===== config.mk =====
export PLATFORM = sky130hd
export DESIGN_NAME = alu_muldiv_flat
export DESIGN_NICKNAME = d
export VERILOG_FILES = /design/src/rtl/alu_pkg.sv /design/src/rtl/alu_muldiv_if.sv /design/src/rtl/muldiv_signfix.sv /design/src/rtl/alu_muldiv.sv /design/src/flat_wrapper.sv
export SDC_FILE = /design/constraint.sdc
export NUM_CORES = 2
export LEC_CHECK = 0
export CAP_MARGIN = 20
export CORE_UTILIZATION = 47
export CTS_CLUSTER_DIAMETER = 150
export DETAILED_ROUTE_END_ITERATION = 10
export GPL_TIMING_DRIVEN = 1
export PLACE_DENSITY_LB_ADDON = 0.08
export SYNTH_ARGS = -nofsm -noshare
export SYNTH_HDL_FRONTEND = slang
export SYNTH_HIERARCHICAL = 1
export SYNTH_SLANG_ARGS = --single-unit

===== constraint.sdc =====
create_clock -name clk -period 5.64 [get_ports clk]
set_input_delay 1.41 -clock clk [delete_from_list [all_inputs] [get_ports clk]]
set_output_delay 1.41 -clock clk [all_outputs]
set_load 0.05 [all_outputs]

===== src/rtl/alu_pkg.sv =====
// Shared definitions for the iterative RISC-V M-extension multiply/divide unit.
package alu_pkg;

    localparam logic [2:0] MUL    = 3'b000;
    localparam logic [2:0] MULH   = 3'b001;
    localparam logic [2:0] MULHSU = 3'b010;
    localparam logic [2:0] MULHU  = 3'b011;
    localparam logic [2:0] DIV    = 3'b100;
    localparam logic [2:0] DIVU   = 3'b101;
    localparam logic [2:0] REM    = 3'b110;
    localparam logic [2:0] REMU   = 3'b111;

    typedef enum logic [1:0] {
        IDLE,
        CALC,
        FIX,
        DONE
    } state_e;

    function automatic logic is_div(input logic [2:0] op);
        return op[2];
    endfunction

    function automatic logic is_rem(input logic [2:0] op);
        return op[2] & op[1];
    endfunction

endpackage


===== src/rtl/alu_muldiv_if.sv =====
// Start/busy/done request bundle between the execute stage and the mul/div unit.
interface alu_muldiv_if #(
    parameter int unsigned XLEN = 64
) ();

    logic            start;
    logic [2:0]      op;
    logic [XLEN-1:0] InputA;
    logic [XLEN-1:0] InputB;
    logic            busy;
    logic            done;
    logic [XLEN-1:0] OutMulDiv;

    modport master (
        output start, op, InputA, InputB,
        input  busy, done, OutMulDiv
    );

    modport slave (
        input  start, op, InputA, InputB,
        output busy, done, OutMulDiv
    );

endinterface


===== src/rtl/muldiv_signfix.sv =====
// Conditional two's-complement negate, used for operand magnitudes and result sign fix.
module muldiv_signfix #(
    parameter int unsigned W = 64
) (
    input  logic [W-1:0] value,
    input  logic         neg,
    output logic [W-1:0] res_c
);

    assign res_c = neg ? (~value + W'(1)) : value;

endmodule


===== src/rtl/alu_muldiv.sv =====
// Iterative radix-2 multiply / restoring divide for RISC-V M ops, one bit per cycle.
module alu_muldiv
    import alu_pkg::*;
#(
    parameter int unsigned XLEN = 64
) (
    input  logic       clk,
    input  logic       reset,
    alu_muldiv_if.slave bus
);

    localparam int unsigned CW = $clog2(XLEN + 1);
    localparam int unsigned PW = 2 * XLEN;

    state_e          state_q, state_d;
    logic [2:0]      op_q, op_d;
    logic            sign_a_q, sign_a_d;
    logic            sign_b_q, sign_b_d;
    logic [CW-1:0]   cnt_q, cnt_d;
    logic [PW-1:0]   prod_q, prod_d;
    logic [XLEN-1:0] opb_q, opb_d;
    logic [XLEN-1:0] rem_q, rem_d;
    logic [XLEN-1:0] out_q, out_d;
    logic            busy_q, busy_d;
    logic            done_q, done_d;

    logic            in_sa, in_sb;
    logic [XLEN-1:0] abs_a, abs_b;
    logic            div_zero, div_ovf;
    logic [XLEN-1:0] spec_res;
    logic [XLEN:0]   mul_sum;
    logic [XLEN:0]   div_shift, div_diff;
    logic            div_ge;
    logic [PW-1:0]   fix_in, fix_out;
    logic            fix_neg;
    logic [XLEN-1:0] fix_res;

    // Operand signs: A is signed for mulh/mulhsu/div/rem, B for mulh/div/rem.
    assign in_sa = ((bus.op == MULH) || (bus.op == MULHSU) || (bus.op == DIV) || (bus.op == REM))
                   && bus.InputA[XLEN-1];
    assign in_sb = ((bus.op == MULH) || (bus.op == DIV) || (bus.op == REM)) && bus.InputB[XLEN-1];

    muldiv_signfix #(.W(XLEN)) u_abs_a (.value(bus.InputA), .neg(in_sa), .res_c(abs_a));
    muldiv_signfix #(.W(XLEN)) u_abs_b (.value(bus.InputB), .neg(in_sb), .res_c(abs_b));

    assign div_zero = is_div(bus.op) && (bus.InputB == '0);
    assign div_ovf  = ((bus.op == DIV) || (bus.op == REM))
                      && (bus.InputA == {1'b1, {(XLEN-1){1'b0}}}) && (bus.InputB == '1);

    // Early-exit results for divide-by-zero and signed overflow.
    always_comb begin
        spec_res = '0;
        if (div_zero) begin
            spec_res = is_rem(bus.op) ? bus.InputA : '1;
        end else begin
            spec_res = is_rem(bus.op) ? '0 : bus.InputA;
        end
    end

    // Shift-add step: accumulator lives in the upper half, multiplier shifts out of the lower.
    assign mul_sum = {1'b0, prod_q[PW-1:XLEN]} + {1'b0, opb_q & {XLEN{prod_q[0]}}};

    // Restoring step; the borrow bit of the XLEN+1 bit trial subtract is the compare.
    assign div_shift = {rem_q, prod_q[XLEN-1]};
    assign div_diff  = div_shift - {1'b0, opb_q};
    assign div_ge    = ~div_diff[XLEN];

    always_comb begin
        fix_in  = prod_q;
        fix_neg = sign_a_q ^ sign_b_q;
        if (is_rem(op_q)) begin
            fix_in  = {{XLEN{1'b0}}, rem_q};
            fix_neg = sign_a_q;
        end else if (is_div(op_q)) begin
            fix_in  = {{XLEN{1'b0}}, prod_q[XLEN-1:0]};
        end
    end

    muldiv_signfix #(.W(PW)) u_fix (.value(fix_in), .neg(fix_neg), .res_c(fix_out));

    assign fix_res = ((op_q == MUL) || is_div(op_q)) ? fix_out[XLEN-1:0] : fix_out[PW-1:XLEN];

    always_comb begin
        state_d  = state_q;
        op_d     = op_q;
        sign_a_d = sign_a_q;
        sign_b_d = sign_b_q;
        cnt_d    = cnt_q;
        prod_d   = prod_q;
        opb_d    = opb_q;
        rem_d    = rem_q;
        out_d    = out_q;
        case (state_q)
            IDLE, DONE: begin
                if (bus.start) begin
                    op_d     = bus.op;
                    sign_a_d = in_sa;
                    sign_b_d = in_sb;
                    cnt_d    = CW'(XLEN);
                    opb_d    = abs_b;
                    rem_d    = '0;
                    prod_d   = {{XLEN{1'b0}}, abs_a};
                    state_d  = CALC;
                    if (div_zero || div_ovf) begin
                        out_d   = spec_res;
                        state_d = DONE;
                    end
                end else begin
                    state_d = IDLE;
                end
            end
            CALC: begin
                cnt_d = cnt_q - CW'(1);
                if (is_div(op_q)) begin
                    rem_d  = div_ge ? div_diff[XLEN-1:0] : div_shift[XLEN-1:0];
                    prod_d = {prod_q[PW-1:XLEN], prod_q[XLEN-2:0], div_ge};
                end else begin
                    prod_d = {mul_sum, prod_q[XLEN-1:1]};
                end
                if (cnt_q == CW'(1)) begin
                    state_d = FIX;
                end
            end
            FIX: begin
                out_d   = fix_res;
                state_d = DONE;
            end
            default: state_d = IDLE;
        endcase
        busy_d = (state_d == CALC) || (state_d == FIX);
        done_d = (state_d == DONE);
    end

    always_ff @(posedge clk) begin
        if (reset) begin
            state_q  <= IDLE;
            op_q     <= '0;
            sign_a_q <= 1'b0;
            sign_b_q <= 1'b0;
            cnt_q    <= '0;
            prod_q   <= '0;
            opb_q    <= '0;
            rem_q    <= '0;
            out_q    <= '0;
            busy_q   <= 1'b0;
            done_q   <= 1'b0;
        end else begin
            state_q  <= state_d;
            op_q     <= op_d;
            sign_a_q <= sign_a_d;
            sign_b_q <= sign_b_d;
            cnt_q    <= cnt_d;
            prod_q   <= prod_d;
            opb_q    <= opb_d;
            rem_q    <= rem_d;
            out_q    <= out_d;
            busy_q   <= busy_d;
            done_q   <= done_d;
        end
    end

    assign bus.busy      = busy_q;
    assign bus.done      = done_q;
    assign bus.OutMulDiv = out_q;

endmodule


===== src/flat_wrapper.sv =====
// flat-port wrapper written by rule: the top's interface ports become plain ports
module alu_muldiv_flat import alu_pkg::*;
#(
    parameter int unsigned XLEN = 64
)
  (clk, reset, bus_start, bus_op, bus_InputA, bus_InputB, bus_busy, bus_done, bus_OutMulDiv);
  alu_muldiv_if #(.XLEN(XLEN)) bus_i ();
  input  logic clk;
  input  logic reset;
  input wire logic [$bits(bus_i.start)-1:0] bus_start;
  input wire logic [$bits(bus_i.op)-1:0] bus_op;
  input wire logic [$bits(bus_i.InputA)-1:0] bus_InputA;
  input wire logic [$bits(bus_i.InputB)-1:0] bus_InputB;
  output wire logic [$bits(bus_i.busy)-1:0] bus_busy;
  output wire logic [$bits(bus_i.done)-1:0] bus_done;
  output wire logic [$bits(bus_i.OutMulDiv)-1:0] bus_OutMulDiv;
  assign bus_i.start = bus_start;
  assign bus_i.op = bus_op;
  assign bus_i.InputA = bus_InputA;
  assign bus_i.InputB = bus_InputB;
  assign bus_busy = bus_i.busy;
  assign bus_done = bus_i.done;
  assign bus_OutMulDiv = bus_i.OutMulDiv;
  alu_muldiv #(.XLEN(XLEN)) u_core (.clk(clk), .reset(reset), .bus(bus_i));
endmodule

==> impl_metrics.yaml <==
outcome:
  status: "finished, final reports clean"
pwr:
  powerDensity_mw_per_mm2: 217
  power_leakage_uw: 0.0134
  p_comb_frac: 0.299
  cell_internal_pwr_uw: 5040
  ir_drop_uv: 210
  clockPowerShare: 0.366
  switching_share: 0.349
  seqPwrFrac: 0.335
  switching_power_uw: 2700
drt:
  via_per_inst: 6.13
  remaining_drc_errors: 0
  routedWlPerCell_um: 23.5
  ant_nets: 0
  vias: 31700
  wirelength_um: 121000
  drtIter0Drc: 3065
  dr.pass1.iters: 6
global_routing:
  grtUsageTotal: 0.349
  grt_pass1_wl_um: 180000
  grt_max_degree: 100
  first_global_vias: 29100
  antenna_found_initial: 3
  overflow: 0
clock_network:
  ctsHoldBuffers: 0
  cts_setup_buffers: 0
  cts.clk_slew.worst_paths_ns: 0.06
  cts_buffers: 43
  cts_buffer_depth: 3
  tritoncts: "built"
  ctsHtreeMaxLevel: 2
  worstSkewPairLatency_ns: 0.59
  clock-root-buffer: "clkbuf_16"
  post_cts_resized: 0
  cts.sinks: 336
hold_path:
  holdCritPathClass: "reg2reg"
yosys:
  synth_cell_types: 97
  synth_area_mm2: 0.0311
  synthCells: 4184
  syn_area_per_cell_um2: 7.43
  synthArstFlopShare: 0
  synth_edf_count: 0
  synthFlopType: "dfxtp_1"
  synth_seq_cells: 336
  synth_warnings: 6
  seq_area_frac_synth: 0.216
  synthesis.nets: 4456
job:
  drv_cap: 0
timing:
  rsz0062_at_grt: "false"
  slew_viol_final: 0
  fmax_mhz: 201
  setup_viol: 0
  skew_ns: 0.0240
  worstMarginPinSlew_ns: 1.06
  fin_crit_sh: 0.880
  tns_ns: 0
  slew_headroom: 0.295
  fin_crit_ns: 4.97
  hold_viol_final: 0
placement:
  dp_hpwl_um: 96200
  dpl-instance-area_mm2: 0.0342
  io_buffer_count: 199
  gp_congestion: 1.02
floorplan:
  die-area_mm2: 0.0672
  rows: 93
  die_w_um: 259
  initial_core_util: 0.479
  core_mm2: 0.0649
  io_pins: 200
  die_h_um: 259
layout:
  area_delta_synth_final_pct: 14.7
  fin_nets: 4552
  drive_gt1_frac: 0.100
  fillers: 6456
  final_cell_area_mm2: 0.0356
  final_common_cell: "nand2_1"
  diodes: 0
  layout_common_cells: "nand2_1, a21oi_1, dfxtp_1"
critical_path:
  path_max_fanout: 14
  cp-start-kind: "register"
  critPathKind: "reg2reg"
  cp.arrival_ns: 5.41
  endpoint_kind: "register"
  worstPathRequired_ns: 6.09
## layout make-up
type	instances	area, um^2	area share
multi-input cells	3470	23000	0.646
flip-flops and latches	336	6730	0.189
clock inverters	13	129	0.00362
well taps	855	1070	0.0300
inverters	120	450	0.0126
repair buffers	309	2930	0.0823
clock buffers	64	1300	0.0364
## cell families (layout without fill, tap and decap cells)
| group | after synthesis | after routing | synth area share |
|---|---|---|---|
| adder cells (fa/ha/maj) | 138 | 138 | 0.0560 |
| multiplexers | 218 | 218 | 0.0754 |
| AND/OR/NAND/NOR | 1542 | 1542 | 0.248 |
| AO/OA/AOI/OAI | 1197 | 1197 | 0.251 |
| XOR/XNOR | 375 | 375 | 0.106 |
| buffers and inverters | 378 | 506 | 0.0470 |
| flip-flops | 336 | 336 | 0.216 |
## cell usage after synthesis (83+ instances only)
cell type | instances | area (um^2)
nor2b_1 | 83 | 519
inv_1 | 119 | 447
dfxtp_1 | 336 | 6730
nor2_1 | 308 | 1160
ha_1 | 136 | 1700
nand2_1 | 537 | 2020
xnor2_1 | 318 | 2790
o21ai_0 | 156 | 781
mux2i_1 | 90 | 901
a21oi_1 | 420 | 2100
mux2_2 | 128 | 1440
clkbuf_1 | 219 | 822
nor3_1 | 129 | 646
## power groups by stage
stage	registers, uW	clock network, uW	logic, uW
after floorplan	2580	0	1480
after global placement	2640	0	2250
after detailed placement	2640	0	2250
after CTS	2590	2900	2260
after global routing	2600	2980	2480
final	2590	2830	2310
## sequential cells by signal (all words and copies together) (netlist names)
name and count:
u_core/rem_q 64, u_core/prod_q 128, u_core/sign_b_q 1, u_core/cnt_q 7
u_core/sign_a_q 1, u_core/op_q 3, u_core/bus.OutMulDiv 64, u_core/opb_q 64
u_core/bus.busy 1, u_core/bus.done 1, u_core/state_q 2
## per-layer routing
layer / wire length (um) / global-route usage / vias to the layer above
met3: 8520 / 0.0574 / 186
met1: 52000 / 0.458 / 15000
li1: - / - / 15400
met5: 23 / 0 / -
met2: 55100 / 0.562 / 1087
met4: 5710 / 0.154 / 4
## path summary, 6_finish.rpt
| path | start | endpoint | slack [ns] | cells past startpoint |
|---|---|---|---|---|
| worst max-delay path | u_core/op_q[2] | u_core/bus.OutMulDiv[58] | 0.67 | 15 |
| worst min-delay path | u_core/cnt_q[1] | u_core/cnt_q[1] | 0.48 | 2 |
| worst max register to register | u_core/op_q[2] | u_core/bus.OutMulDiv[58] | 0.67 | 15 |
| worst min register to register | u_core/cnt_q[1] | u_core/cnt_q[1] | 0.48 | 2 |
## stage by stage
stage	hold slack, ns	total power (uW)	util	cells	setup WS, ns
after detailed placement	0.472	4890	0.527	5089	0.234
after global placement	0.459	4890	0.526	5086	-1.25
final	0.480	7740	0.549	5167	0.675
after global routing	0.501	8060	0.549	5167	0.489
after floorplan	0.436	4060	-	4184	1.15
after CTS	0.482	7750	0.549	5166	0.827
## critical path: stages, from the launching register on
cell      delay [ns]
dfxtp_4         0.41
nand2_2         0.29
mux2_2          0.43
inv_1           0.07
ha_1            0.20
nor4b_1         0.72
nand4_2         0.13
buf_4           0.23
nor4_1          0.28
buf_4           0.20
nand3_1         0.43
o31ai_1         0.70
xnor2_1         0.15
mux2_2          0.32
a21oi_1         0.17
a211oi_1        0.08
(Power assumes the default switching activity.)
